===== config.mk =====
export PLATFORM = sky130hd
export DESIGN_NAME = spi_arbiter
export DESIGN_NICKNAME = d
export VERILOG_FILES = /design/src/rtl/spi_arbiter.sv
export SDC_FILE = /design/constraint.sdc
export NUM_CORES = 1
export LEC_CHECK = 0
export CAP_MARGIN = 5
export CORE_UTILIZATION = 44
export DETAILED_ROUTE_END_ITERATION = 10
export PLACE_DENSITY_LB_ADDON = 0.25
export SYNTH_ARGS = -nofsm -noshare
export SYNTH_HDL_FRONTEND = slang
export SYNTH_SLANG_ARGS = --single-unit

===== constraint.sdc =====
create_clock -name clk -period 6.18 [get_ports clk]
set_input_delay 0.618 -clock clk [delete_from_list [all_inputs] [get_ports clk]]
set_output_delay 0.618 -clock clk [all_outputs]
set_load 0.02 [all_outputs]

===== src/rtl/spi_arbiter.sv =====
// spi_arbiter: round-robin arbiter granting N_REQ requesters access to a
// single SPI master. A grant captures the requester's word, raises a write or
// read command until the master reports busy, then reports done (with the read
// word) or an error if the master never starts within START_TIMEOUT cycles.
module spi_arbiter #(
  parameter int N_REQ           = 4,
  parameter int MOSI_DATA_WIDTH = 8,
  parameter int MISO_DATA_WIDTH = 8,
  parameter int START_TIMEOUT   = 255
) (
  input  logic                               clk,
  input  logic                               nrst,
  input  logic [N_REQ-1:0]                   req_valid,
  input  logic [N_REQ-1:0]                   req_rd,
  input  logic [N_REQ*MOSI_DATA_WIDTH-1:0]   req_data,
  output logic [N_REQ-1:0]                   req_ack,
  output logic [N_REQ-1:0]                   req_done,
  output logic [N_REQ-1:0]                   req_err,
  output logic [MISO_DATA_WIDTH-1:0]         rd_data,
  output logic                               spi_wr_cmd,
  output logic                               spi_rd_cmd,
  output logic [MOSI_DATA_WIDTH-1:0]         mosi_data,
  input  logic                               spi_busy,
  input  logic [MISO_DATA_WIDTH-1:0]         miso_data
);

  localparam int unsigned NR       = N_REQ;
  localparam int          IDX_W    = (N_REQ > 1) ? $clog2(N_REQ) : 1;
  localparam logic [IDX_W-1:0] LAST_IDX = IDX_W'(N_REQ - 1);
  localparam logic [15:0] TO_LAST  = 16'(START_TIMEOUT - 1);

  typedef enum logic [1:0] {
    IDLE,
    CMD,
    RUN,
    FIN
  } state_t;

  state_t                     state;
  logic [IDX_W-1:0]           ptr;
  logic [IDX_W-1:0]           gnt;
  logic                       rd_flag;
  logic [15:0]                cnt;

  logic [IDX_W-1:0]           cand;
  logic [IDX_W-1:0]           win_idx;
  logic                       win_vld;
  logic [MOSI_DATA_WIDTH-1:0] data_arr [N_REQ];

  // Split the flat request data bus into one word per requester
  for (genvar g = 0; g < N_REQ; g++) begin : g_split
    assign data_arr[g] = req_data[g*MOSI_DATA_WIDTH +: MOSI_DATA_WIDTH];
  end

  // Round-robin pick: first valid requester at or after ptr, wrapping
  always_comb begin
    win_idx = '0;
    win_vld = 1'b0;
    cand    = '0;
    for (int unsigned k = 0; k < NR; k++) begin
      cand = IDX_W'((32'(ptr) + k) % NR);
      if (!win_vld && req_valid[cand]) begin
        win_vld = 1'b1;
        win_idx = cand;
      end
    end
  end

  // Transaction FSM; every output is a register, pulses clear by default
  always_ff @(posedge clk or negedge nrst) begin
    if (!nrst) begin
      state      <= IDLE;
      ptr        <= '0;
      gnt        <= '0;
      rd_flag    <= 1'b0;
      cnt        <= '0;
      req_ack    <= '0;
      req_done   <= '0;
      req_err    <= '0;
      spi_wr_cmd <= 1'b0;
      spi_rd_cmd <= 1'b0;
      mosi_data  <= '0;
      rd_data    <= '0;
    end else begin
      req_ack  <= '0;
      req_done <= '0;
      req_err  <= '0;
      unique case (state)
        IDLE: begin
          spi_wr_cmd <= 1'b0;
          spi_rd_cmd <= 1'b0;
          cnt        <= '0;
          // a busy master in IDLE belongs to someone else: hold off granting
          if (win_vld && !spi_busy) begin
            gnt       <= win_idx;
            rd_flag   <= req_rd[win_idx];
            mosi_data <= data_arr[win_idx];
            req_ack   <= N_REQ'(1) << win_idx;
            ptr       <= (win_idx == LAST_IDX) ? '0 : win_idx + 1'b1;
            state     <= CMD;
          end
        end
        // Commands rise one cycle after the grant, so together with the
        // IDLE cycle the lines are low for at least two cycles even when a
        // timeout is followed directly by a new grant.
        CMD: begin
          if (spi_busy) begin
            spi_wr_cmd <= 1'b0;
            spi_rd_cmd <= 1'b0;
            cnt        <= '0;
            state      <= RUN;
          end else if (cnt == TO_LAST) begin
            spi_wr_cmd <= 1'b0;
            spi_rd_cmd <= 1'b0;
            cnt        <= '0;
            req_err    <= N_REQ'(1) << gnt;
            state      <= IDLE;
          end else begin
            spi_wr_cmd <= ~rd_flag;
            spi_rd_cmd <= rd_flag;
            cnt        <= cnt + 16'd1;
          end
        end
        RUN: begin
          spi_wr_cmd <= 1'b0;
          spi_rd_cmd <= 1'b0;
          if (!spi_busy) begin
            state <= FIN;
          end
        end
        FIN: begin
          if (rd_flag) begin
            rd_data <= miso_data;
          end
          req_done <= N_REQ'(1) << gnt;
          state    <= IDLE;
        end
        default: state <= IDLE;
      endcase
    end
  end

endmodule


==> results.sh <==
export IMPL_status="complete, no violations"
export IMPL_initial_utilization_pct=46.9
export IMPL_synth_area_per_cell_um2=10.5
export IMPL_drt_first_pass_iters=4
export IMPL_cts_setup_buffers=0
export IMPL_hpwl_um=4180
export IMPL_finalHoldViolations=0
export IMPL_setup_viol=0
export IMPL_startpoint_type="input pin"
export IMPL_clock_path_buffers=2
export IMPL_period_share_pct=45.2
export IMPL_gr_usage_met3_pct=5.14
export IMPL_clk_latency_ps=300
export IMPL_cts_htree_levels=2
export IMPL_hold_buffers=0
export IMPL_num_vias=2186
export IMPL_io_pins=81
export IMPL_powerDensity_mw_per_mm2=352
export IMPL_dieWidth_um=79.6
export IMPL_final_common_cell="clkdlybuf4s50_1"
export IMPL_synth_edf_count=0
export IMPL_fin_skew_ps=2.56
export IMPL_crit_arrival_ps=3000
export IMPL_grt_pass1_wl_um=9770
export IMPL_numCtsBuffers=5
export IMPL_dieArea_mm2=0.00633
export IMPL_final_max_slew_viol_count=0
export IMPL_yosysUniqueCellTypes=41
export IMPL_layout_common_cells="clkdlybuf4s50_1, dfrtp_1, nor2_1"
export IMPL_ir_drop_v=0.000194
export IMPL_fp_dieH_um=79.6
export IMPL_top_usage_layer="met2"
export IMPL_grt_usage_pct=20.0
export IMPL_synth_ff_latch_count=53
export IMPL_cts_tree="built"
export IMPL_cts_root_buf="clkbuf_8"
export IMPL_netlist_instances=253
export IMPL_multiInputGateArea_mm2=0.00122
export IMPL_final_cells=404
export IMPL_leakage_uw=0.00152
export IMPL_num_rows=27
export IMPL_setup_tns_ps=0
export IMPL_grt_pass1_vias=2076
export IMPL_clkSlewWorstSetupHoldPaths_ps=90
export IMPL_seq_area_mm2=0.00133
export IMPL_area_growth_pct=35.9
export IMPL_drc=0
export IMPL_hold_class="in2async"
export IMPL_numClockSinks=53
export IMPL_vias_per_cell=5.41
export IMPL_syn_cell_area_mm2=0.00265
export IMPL_routed_wl_um=5790
export IMPL_layout_nets=387
export IMPL_path_class="in2reg"
export IMPL_first_iter_violations=147
export IMPL_max_freq_ghz=0.358
export IMPL_port_buffer_count=80
export IMPL_worst_slew_pin_slew_ps=797
export IMPL_fillers=480
export IMPL_worstPathMaxFanout=10
export IMPL_core_area_mm2=0.00564
export IMPL_cts_repair_resized=0
export IMPL_yosys_warnings=0
export IMPL_drt_wirelength_per_cell_um=14.3
export IMPL_async_flop_share_pct=100
export IMPL_met2_usage_pct=31.6
export IMPL_ys_seq_area_share_pct=50.1
export IMPL_required_ps=6390
export IMPL_antenna_found_initial=0
export IMPL_synth_flop_cell="dfrtp_1"
export IMPL_max_slew_margin_rel_pct=46.4
export IMPL_grt_overflow_total=0
export IMPL_rsz0062_at_grt="no"
export IMPL_gp_congestion=0.866
export IMPL_diodes=0
export IMPL_post_route_cells_drive_above_1_share_pct=8.13
export IMPL_placed_cells=397
export IMPL_synth_fp_nets=308
export IMPL_period_needed_ps=2790
export IMPL_drtAntennaViolNets=0
export IMPL_worstSetupEndpointType="flip-flop"
export IMPL_cap_violations=0
export IMPL_grt_max_degree=54
export IMPL_met1_usage_pct=26.8
==> cells by family (layout without fill, tap and decap cells) <==
logic type / count (synthesis) / count (layout) / share of synthesized area (%)
flip-flops: 53 / 53 / 50.1
multiplexers: 21 / 21 / 8.36
AO/OA/AOI/OAI: 56 / 56 / 16.4
adder cells (fa/ha/maj): 4 / 4 / 1.89
AND/OR/NAND/NOR: 95 / 95 / 18.1
XOR/XNOR: 3 / 3 / 0.993
buffers and inverters: 21 / 100 / 4.11
==> flip-flops by register name, summed over array words and instances (netlist names), named ones only <==
signal	cells
cnt	16
gnt	2
mosi_data	8
ptr	2
rd_data	8
rd_flag	1
req_ack	4
req_done	4
req_err	4
spi_rd_cmd	1
spi_wr_cmd	1
state	1
==> cells in the mapped netlist (2+ instances only) <==
master,count,area [um2]
a211oi_1,8,60.1
a211oi_2,7,87.6
a21boi_1,2,15.0
a21oi_1,9,45.0
a22o_1,4,35.0
a31oi_1,8,50.1
a32o_1,2,20.0
a41oi_1,3,26.3
and2_1,3,18.8
and3_1,6,37.5
buf_2,4,20.0
buf_6,3,33.8
clkbuf_1,4,15.0
dfrtp_1,53,1330
ha_1,4,50.1
inv_1,7,26.3
mux2_1,4,45.0
mux2_2,5,56.3
mux2i_1,12,120
nand2_1,21,78.8
nand2b_1,6,37.5
nand3_1,9,45.0
nand3b_1,2,15.0
nand4_1,5,31.3
nor2_1,25,93.8
nor3_1,4,20.0
nor3b_1,8,60.1
nor4_1,3,18.8
o21ai_1,6,30.0
o221ai_1,2,17.5
or4_1,3,22.5
xor2_1,2,17.5
==> area by class of cell <==
class,count,share of cell area (%)
clock inverter,2,0.974
tap,72,2.50
multi-input combinational,179,33.9
timing repair buffer,83,22.7
sequential,53,36.9
inverter,10,1.11
clock buffer,5,1.91
==> metal layers <==
metal	part of all wire, %	vias up
li1	-	1081
met1	45	1023
met2	47	76
met3	6.7	6
met4	1.2	0
met5	0	-
==> metrics by stage <==
step	worst slack, ps	hold WS (ps)	cell area [um2]	utilization [%]	total power [uW]
3_3_place_gp	3280	476	3490	61.9	1040
4_1_cts	3420	446	3600	63.8	1280
2_1_floorplan	4030	322	2650	-	831
5_1_grt	3290	472	3600	63.8	1350
3_5_place_dp	3110	485	3490	61.9	1050
6_report	3390	424	3600	63.8	1270
==> worst max-delay path, stage by stage <==
cell and delay [ps]:
clkdlybuf4s50_1 500, nor4_1 740, or4_1 350, a2111o_1 460, a211oi_2 90, a211oi_1 240
==> where the power goes <==
group / switching (uW) / leakage, uW / total [uW] / internal (uW)
Clock: 106 / 0.0000540 / 224 / 118
Combinational: 271 / 0.000786 / 520 / 249
Sequential: 86.1 / 0.000685 / 521 / 435
Total: 463 / 0.00152 / 1270 / 802
==> final timing paths <==
| check | startpoint | slack (ps) | end | depth (start not counted) |
|---|---|---|---|---|
| max | req_valid[0] | 3390 | mosi_data[6]$_DFFE_PN0P_ | 6 |
| min | nrst | 420 | cnt[8]$_DFFE_PN0P_ | 2 |
| max reg2reg | flip-flop | 3710 | mosi_data[6]$_DFFE_PN0P_ | 4 |
| min reg2reg | rd_data[6]$_DFFE_PN0P_ | 500 | rd_data[6]$_DFFE_PN0P_ | 1 |
| max in group asynchronous | nrst | 5320 | rd_data[6]$_DFFE_PN0P_ | 2 |
| min in group clk | rd_data[6]$_DFFE_PN0P_ | 500 | rd_data[6]$_DFFE_PN0P_ | 1 |
(Power assumes the default switching activity.)
